### src/rtl/uart_pkg.sv
// Shared types and constants for the UART command sequencer.
package uart_pkg;

    typedef enum logic [2:0] {
        S_IDLE,
        S_WR_ADDR,
        S_WR_DATA,
        S_RD_ADDR,
        S_RD_WAIT,
        S_TX_REQ
    } state_e;

    localparam logic [7:0] WR_CMD_DEF = 8'hAA;
    localparam logic [7:0] RD_CMD_DEF = 8'hBB;
    localparam int         ERR_W      = 8;

endpackage

### src/rtl/uart_cmd_timer.sv
// Inter-byte / read-return watchdog: counts while enabled, pulses expire on the last count.
module uart_cmd_timer #(
    parameter int TIMEOUT_CYC = 4096
) (
    input  logic clk,
    input  logic rst_n,
    input  logic clr,
    input  logic en,
    output logic expire
);

    localparam int            CW   = (TIMEOUT_CYC > 2) ? $clog2(TIMEOUT_CYC) : 1;
    localparam logic [CW-1:0] LAST = CW'(TIMEOUT_CYC - 1);

    logic [CW-1:0] cnt;

    always_ff @(posedge clk or negedge rst_n) begin
        if (!rst_n) begin
            cnt <= '0;
        end else if (clr) begin
            cnt <= '0;
        end else if (en && (cnt != LAST)) begin
            cnt <= cnt + 1'b1;
        end
    end

    // A clear in the same cycle masks expiry, so a byte arriving on the last count wins.
    assign expire = en && !clr && (cnt == LAST);

endmodule

### src/rtl/uart_cmd_ctrl.sv
// Frame parser between UART_RX, the register file and UART_TX, with a saturating error counter.
module uart_cmd_ctrl
    import uart_pkg::*;
#(
    parameter int                    DATA_WIDTH  = 8,
    parameter int                    ADDR_WIDTH  = 4,
    parameter int                    TIMEOUT_CYC = 4096,
    parameter logic [DATA_WIDTH-1:0] WR_CMD      = DATA_WIDTH'(WR_CMD_DEF),
    parameter logic [DATA_WIDTH-1:0] RD_CMD      = DATA_WIDTH'(RD_CMD_DEF)
) (
    input  logic                  CLK,
    input  logic                  RST,
    input  logic [DATA_WIDTH-1:0] RX_P_DATA,
    input  logic                  RX_D_VLD,
    input  logic                  RX_PAR_ERR,
    input  logic                  RX_FRM_ERR,
    output logic [ADDR_WIDTH-1:0] RF_ADDR,
    output logic                  RF_WR_EN,
    output logic [DATA_WIDTH-1:0] RF_WR_DATA,
    output logic                  RF_RD_EN,
    input  logic [DATA_WIDTH-1:0] RF_RD_DATA,
    input  logic                  RF_RD_VLD,
    output logic [DATA_WIDTH-1:0] TX_P_DATA,
    output logic                  TX_D_VLD,
    input  logic                  TX_BUSY,
    output logic [ERR_W-1:0]      ERR_CNT,
    output logic                  CTRL_BUSY
);

    state_e state;
    logic   armed;
    logic   accepted;
    logic   bad;
    logic   tmr_en;
    logic   tmr_clr;
    logic   tmr_expire;
    logic   timeout;
    logic   err_inc;

    function automatic logic [ERR_W-1:0] sat_inc(input logic [ERR_W-1:0] v);
        return (v == '1) ? v : v + 1'b1;
    endfunction

    assign accepted = RX_D_VLD && !RX_PAR_ERR && !RX_FRM_ERR;
    assign bad      = RX_D_VLD && (RX_PAR_ERR || RX_FRM_ERR);
    assign tmr_en   = (state == S_WR_ADDR) || (state == S_WR_DATA) ||
                      (state == S_RD_ADDR) || (state == S_RD_WAIT);
    // Every entry into a counting state happens on an RX byte, so clearing on RX_D_VLD
    // and while idle/transmitting also covers the clear-on-entry requirement.
    assign tmr_clr  = RX_D_VLD || !tmr_en;
    assign timeout  = tmr_expire && !((state == S_RD_WAIT) && RF_RD_VLD);
    assign CTRL_BUSY = (state != S_IDLE);

    uart_cmd_timer #(
        .TIMEOUT_CYC(TIMEOUT_CYC)
    ) u_timer (
        .clk   (CLK),
        .rst_n (RST),
        .clr   (tmr_clr),
        .en    (tmr_en),
        .expire(tmr_expire)
    );

    always_comb begin
        err_inc = 1'b0;
        case (state)
            S_IDLE:                         err_inc = bad ||
                                                      (accepted && (RX_P_DATA != WR_CMD) &&
                                                       (RX_P_DATA != RD_CMD));
            S_WR_ADDR, S_WR_DATA, S_RD_ADDR: err_inc = bad || timeout;
            S_RD_WAIT, S_TX_REQ:            err_inc = RX_D_VLD || timeout;
            default:                        err_inc = 1'b0;
        endcase
    end

    always_ff @(posedge CLK or negedge RST) begin
        if (!RST) begin
            state      <= S_IDLE;
            armed      <= 1'b0;
            RF_ADDR    <= '0;
            RF_WR_EN   <= 1'b0;
            RF_WR_DATA <= '0;
            RF_RD_EN   <= 1'b0;
            TX_P_DATA  <= '0;
            TX_D_VLD   <= 1'b0;
            ERR_CNT    <= '0;
        end else begin
            RF_WR_EN <= 1'b0;
            RF_RD_EN <= 1'b0;
            if (err_inc) ERR_CNT <= sat_inc(ERR_CNT);

            case (state)
                S_IDLE: begin
                    if (accepted && (RX_P_DATA == WR_CMD))      state <= S_WR_ADDR;
                    else if (accepted && (RX_P_DATA == RD_CMD)) state <= S_RD_ADDR;
                end
                S_WR_ADDR: begin
                    if (accepted) begin
                        RF_ADDR <= RX_P_DATA[ADDR_WIDTH-1:0];
                        state   <= S_WR_DATA;
                    end else if (bad || timeout) begin
                        state <= S_IDLE;
                    end
                end
                S_WR_DATA: begin
                    if (accepted) begin
                        RF_WR_DATA <= RX_P_DATA;
                        RF_WR_EN   <= 1'b1;
                        state      <= S_IDLE;
                    end else if (bad || timeout) begin
                        state <= S_IDLE;
                    end
                end
                S_RD_ADDR: begin
                    if (accepted) begin
                        RF_ADDR  <= RX_P_DATA[ADDR_WIDTH-1:0];
                        RF_RD_EN <= 1'b1;
                        state    <= S_RD_WAIT;
                    end else if (bad || timeout) begin
                        state <= S_IDLE;
                    end
                end
                S_RD_WAIT: begin
                    if (RF_RD_VLD) begin
                        TX_P_DATA <= RF_RD_DATA;
                        TX_D_VLD  <= 1'b1;
                        // A transmitter already busy must go idle and rise again before we accept it.
                        armed     <= !TX_BUSY;
                        state     <= S_TX_REQ;
                    end else if (timeout) begin
                        state <= S_IDLE;
                    end
                end
                S_TX_REQ: begin
                    if (TX_BUSY && armed) begin
                        TX_D_VLD <= 1'b0;
                        state    <= S_IDLE;
                    end else if (!TX_BUSY) begin
                        armed <= 1'b1;
                    end
                end
                default: state <= S_IDLE;
            endcase
        end
    end

endmodule

### config.mk
export PLATFORM = sky130hd
export DESIGN_NAME = uart_cmd_ctrl
export DESIGN_NICKNAME = d
export VERILOG_FILES = /design/src/rtl/uart_pkg.sv /design/src/rtl/uart_cmd_timer.sv /design/src/rtl/uart_cmd_ctrl.sv
export SDC_FILE = /design/constraint.sdc
export NUM_CORES = 1
export LEC_CHECK = 0
export ABC_AREA = 1
export CORE_ASPECT_RATIO = 1.2
export CORE_MARGIN = 1.5
export CORE_UTILIZATION = 50
export DETAILED_ROUTE_END_ITERATION = 6
export GPL_TIMING_DRIVEN = 0
export PLACE_DENSITY = 0.79
export SKIP_CTS_REPAIR_TIMING = 1
export SLEW_MARGIN = 40
export SYNTH_ARGS = -nofsm -noshare
export SYNTH_HDL_FRONTEND = slang
export SYNTH_HIERARCHICAL = 1
export SYNTH_SLANG_ARGS = --single-unit
### constraint.sdc
create_clock -name CLK -period 2.9 [get_ports CLK]
set_input_delay 0.87 -clock CLK [delete_from_list [all_inputs] [get_ports CLK]]
set_output_delay 0.87 -clock CLK [all_outputs]
set_load 0.005 [all_outputs]
======== Yosys cells after proc, flatten, opt, wreduce, memory -nomap -nowiden ========
Index checks and enable logic that the tools add are counted.
W data, S select, Z words.
storage, ports and cells
  register bits after elaboration ......... 47
  word-level logic and storage cells ...... 95
  output and inout port bits .............. 32
  input port bits ......................... 23
cells by class
  add/subtract/negate cells ............... 2
  equality and inequality tests ........... 18
  reductions and logical operators ........ 41
  bitwise operators ....................... 1
  muxes and demuxes ....................... 23
operator list
  kind                     count
  $mux W3                  9
  $eq A8 B8 Y1 const B     3
  $mux W12                 2
  $pmux W3 S6              1
  $ne A8 B8 Y1 const B     2
  $logic_and A1 B1 Y1      13
  $add A12 B1 Y12 const B  1
  $eq A12 B12 Y1 const B   1
  $ne A12 B12 Y1 const B   1
  $add A8 B1 Y8 const B    1
  $logic_or A1 B1 Y1       8
  $mux W1                  8
  $ne A2 B2 Y1 const B     4
  $reduce_and A2 Y1        4
  $eq A3 B2 Y1 const B     2
  $eq A3 B3 Y1 const B     2
  $logic_not A1 Y1         6
  $ne A3 B3 Y1 const B     2
  $reduce_and A3 Y1        2
  $pmux W1 S2              2
  $reduce_and A4 Y1        1
  $reduce_bool A2 Y1       2
  $reduce_or A2 Y1         2
  $eq A3 B1 Y1 const B     1
  other kinds (5)          5

======== Longest topological paths before layout ========
Gate-level depths: netlist (run 1).
  depth after elaboration ................. 14
  gate-level depth with buffers ........... 15
  depth with buffers taken out ............ 15

======== Modules after synthesis ========
The synthesis (run 1) kept the hierarchy.
modules (own cells, without submodules)
  module          seq. area each (um^2)  times used  cells each  area an instance (um^2)
  uart_cmd_ctrl   875.8                  1           208         1,732.9
  uart_cmd_timer  300.3                  1           109         752.0

======== Least setup slack after synthesis (run 1) ========
Ideal clock, no wire load.
  kind .................................... input port to flip-flop
  start ................................... in RX_D_VLD
  end ..................................... reg ERR_CNT[6]
  data arrival time ....................... 2,042 ps
  setup time .............................. 117 ps
  stages on the path ...................... 12
  required time ........................... 2,783 ps
  path slack .............................. 741 ps
  path through ............................ inv_2 -> nand2_1 -> nor3_1 -> nand2_4 -> nand2_2 -> nand2_1 -> nand2_2 -> clkinv_2 -> nand2_4 -> nand2_8 -> nand2_2 -> nand2_1
on the way
  longest elaborated chain between the ends .. 8
RTL lines
  what                                          line                                      RTL
  from (decl)                                   uart_cmd_ctrl.sv:14                       input logic RX_D_VLD,
  $logic_or A1 B1 Y1 *                          uart_cmd_ctrl.sv:50                       assign tmr_clr = RX_D_VLD || !tmr_en;
  named net tmr_clr                             uart_cmd_ctrl.sv:35                       logic tmr_clr;
  $logic_not A1 Y1 *                            uart_cmd_timer.sv:28                      assign expire = en && !clr && (cnt == LAST);
  $logic_and A1 B1 Y1 * (2 in a row)            uart_cmd_timer.sv:28
  named net tmr_expire                          uart_cmd_ctrl.sv:36                       logic tmr_expire;
  $logic_and A1 B1 Y1 *                         uart_cmd_ctrl.sv:51                       assign timeout = tmr_expire && !((state == S_RD_WAIT) && RF_RD_VLD);
  $logic_or A1 B1 Y1, on equally long branches  uart_cmd_ctrl.sv:71, uart_cmd_ctrl.sv:70
  $pmux W1 S3 *                                 uart_cmd_ctrl.sv:66                       case (state)
  $reduce_and A2 Y1 (no line) *                 --
  to (signal assigned)                          uart_cmd_ctrl.sv:90                       if (err_inc) ERR_CNT <= sat_inc(ERR_CNT);
  to (decl)                                     uart_cmd_ctrl.sv:26                       output logic [ERR_W-1:0] ERR_CNT,
The timed path passes the listed nets; every way through them passes the cells marked *.
A chain may end at the register's enable or synchronous reset.

======== Final worst setup path (run 1) ========
  start ................................... reg state[1]
  end ..................................... out CTRL_BUSY
on the way
  longest elaborated chain between the ends .. 1
RTL lines
  what                    line                 RTL
  from (decl)             uart_cmd_ctrl.sv:30  state_e state;
  from (signal assigned)  uart_cmd_ctrl.sv:78  state <= S_IDLE;
  from (signal assigned)  uart_cmd_ctrl.sv:94  if (accepted && (RX_P_DATA == WR_CMD)) state <= S_WR_ADDR;
  from (signal assigned)  uart_cmd_ctrl.sv:95  else if (accepted && (RX_P_DATA == RD_CMD)) state <= S_RD_ADDR;
  $reduce_bool A3 Y1      uart_cmd_ctrl.sv:52  assign CTRL_BUSY = (state != S_IDLE);
  to (decl)               uart_cmd_ctrl.sv:27  output logic CTRL_BUSY
No other way between the ends.

==> flow_metrics.py, run 1 <==
metrics = {
    "logic_synthesis": {
        "synthTopCellsByArea": "dfrtp_1 47%, nand2_1 17%, nand3_1 5.8%, nor2_1 4.4%, inv_1 3.6%",
        "muxShareOfSynthArea": 0,
        "synth-xor-area-share": 0.0282,
        "syn_nets": 342,
        "seq_area_frac_synth": 0.473,
        "ys_types": 32,
        "syn_inst": 317,
        "syn-cell-area_um2": 2480,
        "yosysTopAreaCell": "dfrtp_1",
        "syn_avg_cell_area_um2": 7.84,
        "ys_ff_latch": 47,
        "yosysTopAreaCellShare": 0.473,
        "synth_top_family_by_area": "simple AND/OR/NAND/NOR gates",
        "synth-simple-area-share": 0.384,
        "ys_warn_count": 6,
        "synth_compound_area_frac": 0.0524,
        "synth_fa_ha_area_frac": 0.0101,
    },
    "die": {
        "ioPinCount": 55,
        "die_y_um": 80.2,
        "initial_core_util": 0.529,
        "core_um2": 4700,
        "die_area_um2": 5400,
        "placement_rows": 27,
        "die_w_um": 67.4,
    },
    "clock_network": {
        "clockBufferDepth": 2,
        "path_clk_slew_ns": 0.09,
        "htree_levels": 2,
        "clkLatencyLatePin_ns": 0.30,
        "tritoncts": "built",
        "clock_sinks": 47,
        "root_buffer": "clkbuf_8",
        "cts_buffers": 5,
    },
    "power_and_ir_drop": {
        "clkPwrFrac": 0.177,
        "p_sw_mw": 0.901,
        "power.internal_mw": 1.59,
        "pwr-share-seq": 0.402,
        "switching_share": 0.361,
        "leakage_nw": 1.57,
        "combPwrFrac": 0.421,
        "irDropWorstVdd_mv": 0.533,
        "totalPowerFinal_mw": 2.50,
        "power.density_nw_per_um2": 773,
    },
    "critical_path": {
        "end_kind": "output pin",
        "worst_path_largest_cell_delay_ns": 0.47,
        "regToRegSetupSlack_ns": 0.48,
        "timing.rr.start": "state[1]",
        "path_common_cell": "inv_1",
        "critical_path.max_fanout": 5,
        "worstRegToRegCells": 15,
        "reg2reg_to": "ERR_CNT[4]",
        "crit_type": "reg2out",
        "crit_arrival_ns": 1.83,
        "start_kind": "register",
        "critPathSlowestCell": "dfrtp_1",
        "critical_path_required_ns": 2.03,
        "cp_cell_sequence": "nor2_4 -> inv_1 -> nor2_1 -> inv_1 -> clkdlybuf4s50_1",
    },
    "route": {
        "wire_per_inst_um": 12.2,
        "drtIter0Drc": 73,
        "routed_wl_um": 5350,
        "wl_met1_um": 2280,
        "met3_wirelength_um": 281,
        "dr.pass1.iters": 4,
        "wl_met2_um": 2690,
        "vias": 2204,
        "viasPerCell": 5.03,
        "drc": 0,
        "drtAntennaViolNets": 0,
        "top_layer": "met4",
    },
    "global_routing": {
        "grt_max_degree": 26,
        "grt_overflow": 0,
        "antenna_found_initial": 0,
        "grt_pass1_vias": 2094,
        "grt_usage": 0.225,
        "grt_pass1_wl_um": 9290,
    },
    "timing": {
        "fmax_mhz": 370,
        "relSlewSlack": 0.683,
        "finalHoldViolations": 0,
        "tightest_slew_ns": 0.472,
        "drv_slew": 0,
        "setup_viol": 0,
        "skew_ns": 0.00657,
        "post-route-min-period_ns": 2.70,
        "setup_tns_ns": 0,
        "fin_crit_sh": 0.931,
        "rsz0062_at_grt": "no",
    },
    "placement": {
        "finalWeightedCongestion": 0.824,
        "portBuffers": 54,
        "dpl.hpwl_um": 4030,
    },
    "layout": {
        "n_antenna_cell": 0,
        "syn_to_final_growth_pct": 29.9,
        "fill_cells": 390,
        "layout-drive-gt1-share": 0.108,
        "num-nets-final": 404,
    },
    "job": {
        "maxCapViolCount": 0,
    },
    "hold_path": {
        "min-delay-path-class": "in2async",
    },
    "outcome": {
        "outcome": "finished clean",
    },
}
logic make-up (layout without fill, tap and decap cells):
logic type                 after synthesis  in the layout
AOI/OAI and AO/OA                       24             24
xor gates and xnor gates                 8              8
adders and majority gates                2              2
buffers and inverters                   32             95
DFF                                     47             47
and+or+nand+nor                        204            204
sequential cells by signal (all words and copies together), names as in the netlist:
name and count:
RF_WR_DATA 8, RF_RD_EN 1, u_timer/cnt 12, armed 1, TX_D_VLD 1, ERR_CNT 8
state 3, RF_WR_EN 1, RF_ADDR 4, TX_P_DATA 8
layout make-up:
type / instances / area, um2 / area share
clock inverters: 1 / 7.51 / 0.00233
multi-input cells: 238 / 1180 / 0.366
inverters: 29 / 115 / 0.0357
plain buffers: 3 / 13.8 / 0.00427
clock buffers: 7 / 96.3 / 0.0299
flip-flops and latches: 47 / 1180 / 0.364
repair buffers: 55 / 566 / 0.175
well taps: 58 / 72.6 / 0.0225
power groups by stage:
| stage | sequential, mW | clock, mW | combinational (mW) |
|---|---|---|---|
| after floorplan | 1.01 | 0 | 0.546 |
| after global placement | 1.01 | 0 | 1.03 |
| after detailed placement | 1.01 | 0 | 1.06 |
| after CTS | 1.01 | 0.451 | 1.06 |
| after global routing | 1.03 | 0.477 | 1.18 |
| final | 1.00 | 0.442 | 1.05 |
Yosys cell counts, drive strengths merged:
master,count
dfrtp,47
nor2,32
o21a,2
clkbuf,1
nand4,5
xor2,6
nand3,32
a21o,1
inv,26
and3,1
nand2,127
or2,1
o21ai,17
xnor2,2
a22oi,1
clkinv,3
buf,2
ha,2
nor3,6
a21oi,3
placed cells by master (no fill, tap or decap), types with 6 or more instances in the layout:
master	n
xor2_1	6
o21ai_0	15
nor2_1	29
nand3_1	29
dfrtp_1	47
nand2_1	110
inv_1	24
clkbuf_8	7
clkdlybuf4s50_1	53
nand2_2	12
worst max-delay path by stage:
stage             start    endpoint  slack, ns  cells past startpoint
2_1_floorplan  RX_D_VLD  ERR_CNT[6]       0.74                     12
3_3_place_gp        RST  ERR_CNT[6]      -0.36                      1
3_5_place_dp   RX_D_VLD  ERR_CNT[6]       0.03                     13
4_1_cts        state[1]   CTRL_BUSY       0.22                      5
5_1_grt        state[1]   CTRL_BUSY       0.09                      5
6_report       state[1]   CTRL_BUSY       0.20                      5
layer usage:
metal  up-vias  track usage
met5         -            0
met4         0       0.0796
met3         7       0.0588
met2        49        0.374
met1      1018        0.279
li1       1130            -
stage by stage:
stage	std cells	hold WS (ns)	util	setup WS, ns	instance area (um2)
final	438	0.468	0.687	0.200	3230
after global routing	438	0.479	0.687	0.0876	3230
after CTS	438	0.475	0.687	0.221	3230
after detailed placement	430	0.470	0.665	0.0304	3120
after global placement	429	0.462	0.660	-0.363	3100
after floorplan	317	0.453	-	0.741	2480
worst max-delay path: cells and delay by family (launching register included):
| family | cells | cell delay (ns) |
|---|---|---|
| simple gates | 2 | 0.40 |
| buf+inv | 3 | 0.66 |
| flops | 1 | 0.47 |
(Power assumes the default switching activity.)
==> run 2: changes to the inputs <==
Settings changed: CORE_UTILIZATION 50 to 45, PLACE_DENSITY 0.79 to 0.75.
Clock period 2.9 ns to 2.2 ns, I/O delays scaled along.
==> run 2 against run 1 <==
Critical path depth is 8 higher; die area rose by 11%; total power grew 35%; via count grew 1.5%; sequential cell count is the same; wire length increased by 1.8%; first-iteration DRC count increased by 26%; combinational power increased by 43%; register-to-register slack worse by 0.34 ns; global-route usage decreased by 2.9 points; sequential power rose by 32%; count of clock-buffer cells in the layout unchanged; largest power group unchanged.
==> flow_metrics.py, run 2 (same netlist as run 1, synthesis figures left out) <==
metrics = {
    "critical_path": {
        "cp-startpoint": "RX_D_VLD",
        "cp_cell_sequence": "clkdlybuf4s50_1 -> inv_2 -> nand2_4 -> nor3_4 -> nand2_4 -> nand2_2 -> nand2_1 -> nand2_2 -> clkinv_2 -> nand2_8 -> nand2_8 -> nand2_2 -> nand2_1",
        "crit_arrival_ns": 2.25,
        "timing.rr.start": "state[0]",
        "path_common_cell": "nand2_2",
        "crit_family": "simple AND/OR/NAND/NOR gates",
        "end_kind": "register",
        "start_kind": "input pin",
        "critical_path.max_fanout": 9,
        "crit_type": "in2reg",
        "critPathSlowestCell": "clkdlybuf4s50_1",
        "worst_path_largest_cell_delay_ns": 0.44,
        "path_buf_inv": 3,
        "critical_path_required_ns": 2.40,
    },
    "route": {
        "dr.pass1.iters": 4,
        "drtIter0Drc": 92,
        "drc": 0,
        "viasPerCell": 5.02,
        "vias": 2237,
        "drtAntennaViolNets": 0,
        "wire_per_inst_um": 12.2,
        "routed_wl_um": 5440,
    },
    "power_and_ir_drop": {
        "power.density_nw_per_um2": 1020,
        "leakage_nw": 1.60,
        "irDropWorstVdd_mv": 0.578,
    },
    "layout": {
        "seqCellArea_um2": 1180,
        "regMostFlops": "u_timer/cnt",
        "largest_register_ffs": 12,
        "final_common_cell": "nand2_1",
        "final_cell_mix": "109 x nand2_1, 52 x clkdlybuf4s50_1, 44 x dfrtp_1, 29 x nand3_1, 26 x nor2_1",
        "syn_to_final_growth_pct": 32.8,
        "fin_cells": 446,
        "multi_input_area_um2": 1230,
        "n_antenna_cell": 0,
        "num-nets-final": 408,
        "fill_cells": 484,
        "layout-drive-gt1-share": 0.138,
    },
    "timing": {
        "fmax_mhz": 486,
        "skew_ns": 0.00538,
        "tightest_slew_ns": 0.393,
        "fin_crit_sh": 0.935,
        "drv_slew": 0,
        "post-route-min-period_ns": 2.06,
        "relSlewSlack": 0.738,
        "setup_viol": 0,
        "fin_ws_ns": 0.143,
        "finalHoldViolations": 0,
    },
    "placement": {
        "dpl.hpwl_um": 4050,
        "dp_worst_setup_slack_ns": -0.458,
        "dpl.cell_count": 434,
        "portBuffers": 54,
        "finalWeightedCongestion": 0.821,
    },
    "hold_path": {
        "min-delay-path-class": "in2async",
    },
    "outcome": {
        "outcome": "finished clean",
    },
    "global_routing": {
        "antenna_found_initial": 0,
        "grt_pass1_vias": 2229,
        "grt_max_degree": 26,
        "grt_overflow": 0,
        "grt_usage": 0.196,
        "grt_pass1_wl_um": 9650,
    },
    "die": {
        "core_um2": 5300,
        "initial_core_util": 0.469,
        "placement_rows": 29,
        "die_w_um": 70.8,
        "die_area_um2": 5980,
        "die_y_um": 84.4,
        "ioPinCount": 55,
    },
    "clock_network": {
        "clkLatencyLatePin_ns": 0.30,
        "clockBufferDepth": 2,
        "path_clk_slew_ns": 0.09,
        "htree_levels": 2,
        "root_buffer": "clkbuf_8",
        "clock_sinks": 47,
        "cts_buffers": 5,
        "tritoncts": "built",
    },
    "job": {
        "maxCapViolCount": 0,
    },
}
==> run 2: cell count changes in the layout (fill, tap and decap cells not counted), moves of 2 or more <==
cell	previous run	this run
buf_4	1	5
dfrtp_1	47	44
dfrtp_2	0	3
nor2_1	29	26
nor2_4	1	3
==> run 2: path summary, 6_finish.rpt <==
path                                 to  slack [ns]  cells past startpoint
min in group CLK           TX_P_DATA[7]        0.48                      2
max reg2reg                  ERR_CNT[1]        0.14                     15
min reg2reg                TX_P_DATA[7]        0.48                      2
min                          ERR_CNT[5]        0.24                      1
max                          ERR_CNT[1]        0.14                     13
max in group asynchronous      state[1]        1.51                      2
==> run 2: final cells by class <==
cell class	instances	area share
Inverter	29	0.0349
Timing Repair Buffer	59	0.179
Multi-Input combinational cell	238	0.372
Tap cell	62	0.0235
Sequential cell	47	0.358
Clock buffer	7	0.0262
Buffer	3	0.00417
Clock inverter	1	0.00265
==> run 2: through the flow <==
stage | total power [mW] | TNS, ns | utilization | hold slack [ns] | area, um2
floorplan | 2.05 | 0 | - | 0.364 | 2480
global placement | 2.69 | -45.83 | 0.586 | 0.461 | 3100
detailed placement | 2.73 | -3.95 | 0.589 | 0.465 | 3120
CTS | 3.29 | -2.14 | 0.607 | 0.253 | 3220
global route | 3.64 | -0.0292 | 0.623 | 0.255 | 3300
finish | 3.38 | 0 | 0.623 | 0.243 | 3300
==> run 2: routing by layer <==
| metal | part of all wire | vias up | routed length (um) | track usage |
|---|---|---|---|---|
| met2 | 0.52 | 50 | 2810 | 0.343 |
| met3 | 0.042 | 5 | 227 | 0.0336 |
| met5 | 0 | - | 0 | 0 |
| met4 | 0.015 | 0 | 81 | 0.0686 |
| met1 | 0.43 | 1049 | 2330 | 0.240 |
| li1 | - | 1133 | - | - |
==> run 2: report_power, final <==
| group | switching (mW) | internal, mW | total (mW) |
|---|---|---|---|
| sequential | 0.207 | 1.12 | 1.32 |
| clock | 0.295 | 0.258 | 0.553 |
| combinational | 0.740 | 0.761 | 1.50 |
| total | 1.24 | 2.14 | 3.38 |
==> run 3: changes to the inputs <==
Settings changed: CORE_UTILIZATION 45 to 50, PLACE_DENSITY 0.75 to 0.79, SKIP_LAST_GASP set to 1.
Clock period 2.2 ns to 2.06 ns, I/O delays scaled along.
==> run 3 against run 2 <==
Sequential share of layout area is 0.53 points lower; final area is 1.5% higher; non-clock buffer count is 4 higher; first-iteration DRC count is 42% higher; critical endpoint is now ERR_CNT[6].
==> flow_metrics.py, run 3 (same netlist as run 1, synthesis figures left out) <==
metrics = {
    "global_routing": {
        "grt_pass1_vias": 2117,
        "grt_overflow": 0,
        "grt_pass1_wl_um": 9460,
        "grt_max_degree": 26,
        "grt_usage": 0.226,
        "antenna_found_initial": 0,
    },
    "die": {
        "placement_rows": 27,
        "die_area_um2": 5400,
        "core_um2": 4700,
        "ioPinCount": 55,
        "die_y_um": 80.2,
        "initial_core_util": 0.529,
        "die_w_um": 67.4,
    },
    "clock_network": {
        "clkLatencyLatePin_ns": 0.30,
        "cts_buffers": 5,
        "clockBufferDepth": 2,
        "path_clk_slew_ns": 0.08,
        "tritoncts": "built",
        "htree_levels": 2,
        "root_buffer": "clkbuf_8",
        "clock_sinks": 47,
    },
    "timing": {
        "fin_crit_sh": 0.942,
        "post-route-min-period_ns": 1.94,
        "drv_slew": 0,
        "setup_tns_ns": 0,
        "skew_ns": 0.00462,
        "finalHoldViolations": 0,
        "rsz0062_at_grt": "yes",
        "fmax_mhz": 516,
        "relSlewSlack": 0.690,
        "setup_viol": 0,
        "tightest_slew_ns": 0.465,
    },
    "layout": {
        "fin_cells": 446,
        "syn_to_final_growth_pct": 34.8,
        "final_common_cell": "nand2_1",
        "largest_register_ffs": 12,
        "num-nets-final": 413,
        "multi_input_area_um2": 1240,
        "seqCellArea_um2": 1180,
        "regMostFlops": "u_timer/cnt",
        "final_util": 0.713,
        "n_antenna_cell": 0,
        "final_cell_mix": "108 x nand2_1, 52 x clkdlybuf4s50_1, 44 x dfrtp_1, 29 x nand3_1, 25 x nor2_1",
        "fill_cells": 345,
        "layout-drive-gt1-share": 0.152,
    },
    "power_and_ir_drop": {
        "totalPowerFinal_mw": 3.80,
        "power.internal_mw": 2.42,
        "combPwrFrac": 0.455,
        "pwr-share-seq": 0.373,
        "clkPwrFrac": 0.173,
        "leakage_nw": 1.63,
        "p_sw_mw": 1.38,
        "power.density_nw_per_um2": 1130,
        "switching_share": 0.363,
        "irDropWorstVdd_mv": 0.755,
    },
    "outcome": {
        "outcome": "finished clean",
    },
    "critical_path": {
        "cp_cell_sequence": "clkdlybuf4s50_1",
        "critical_path.max_fanout": 5,
        "critical_path_required_ns": 1.44,
        "crit_family": "buffers and inverters",
        "worst_path_largest_cell_delay_ns": 0.55,
        "crit_arrival_ns": 1.32,
        "critPathSlowestCell": "clkdlybuf4s50_1",
        "path_buf_inv": 1,
        "end_kind": "output pin",
        "start_kind": "register",
        "crit_type": "reg2out",
    },
    "job": {
        "maxCapViolCount": 0,
    },
    "route": {
        "viasPerCell": 5.15,
        "drtAntennaViolNets": 0,
        "drc": 0,
        "wire_per_inst_um": 13.1,
        "drtIter0Drc": 131,
        "dr.pass1.iters": 4,
        "routed_wl_um": 5850,
        "vias": 2299,
    },
    "placement": {
        "dpl.cell_count": 430,
        "portBuffers": 54,
        "dpl.hpwl_um": 4080,
        "finalWeightedCongestion": 0.818,
    },
    "hold_path": {
        "min-delay-path-class": "in2async",
    },
}
-- run 3: final timing paths --
check                                   from            end  slack [ns]  cells after the start
worst max-delay path              ERR_CNT[6]     ERR_CNT[6]        0.12                      1
worst max register to register      state[1]     ERR_CNT[4]        0.14                     15
worst min register to register  TX_P_DATA[2]   TX_P_DATA[2]        0.49                      2
max in group asynchronous                RST       state[2]        1.41                      2
min in group CLK                TX_P_DATA[2]   TX_P_DATA[2]        0.49                      2
worst min-delay path                     RST  RF_WR_DATA[5]        0.21                      1
-- run 3: layout make-up --
class	count	area share
Multi-Input combinational cell	239	0.371
Sequential cell	47	0.352
Timing Repair Buffer	63	0.185
Inverter	29	0.0347
Clock buffer	6	0.0217
Tap cell	58	0.0217
Clock inverter	1	0.00897
Buffer	3	0.00411
-- run 3: power by group through the flow --
stage	clock, mW	combinational, mW	sequential [mW]
3_5_place_dp	0	1.50	1.42
2_1_floorplan	0	0.773	1.42
5_1_grt	0.710	1.90	1.45
3_3_place_gp	0	1.45	1.42
4_1_cts	0.669	1.50	1.41
6_report	0.656	1.73	1.41
-- run 3: layer usage --
metal / part of all wire / GRT usage / vias up
met4: 0.021 / 0.0735 / 0
met5: 0 / 0 / -
met1: 0.42 / 0.290 / 1075
met2: 0.51 / 0.368 / 58
met3: 0.049 / 0.0616 / 13
li1: - / - / 1153
-- run 3: stage by stage --
step / cell area [um2] / setup slack (ns) / hold slack (ns)
after floorplan: 2490 / 0.0508 / 0.322
after global placement: 3100 / -0.966 / 0.463
after CTS: 3220 / -0.342 / 0.216
after detailed placement: 3120 / -0.440 / 0.469
final: 3350 / 0.120 / 0.205
after global routing: 3350 / -0.0291 / 0.218
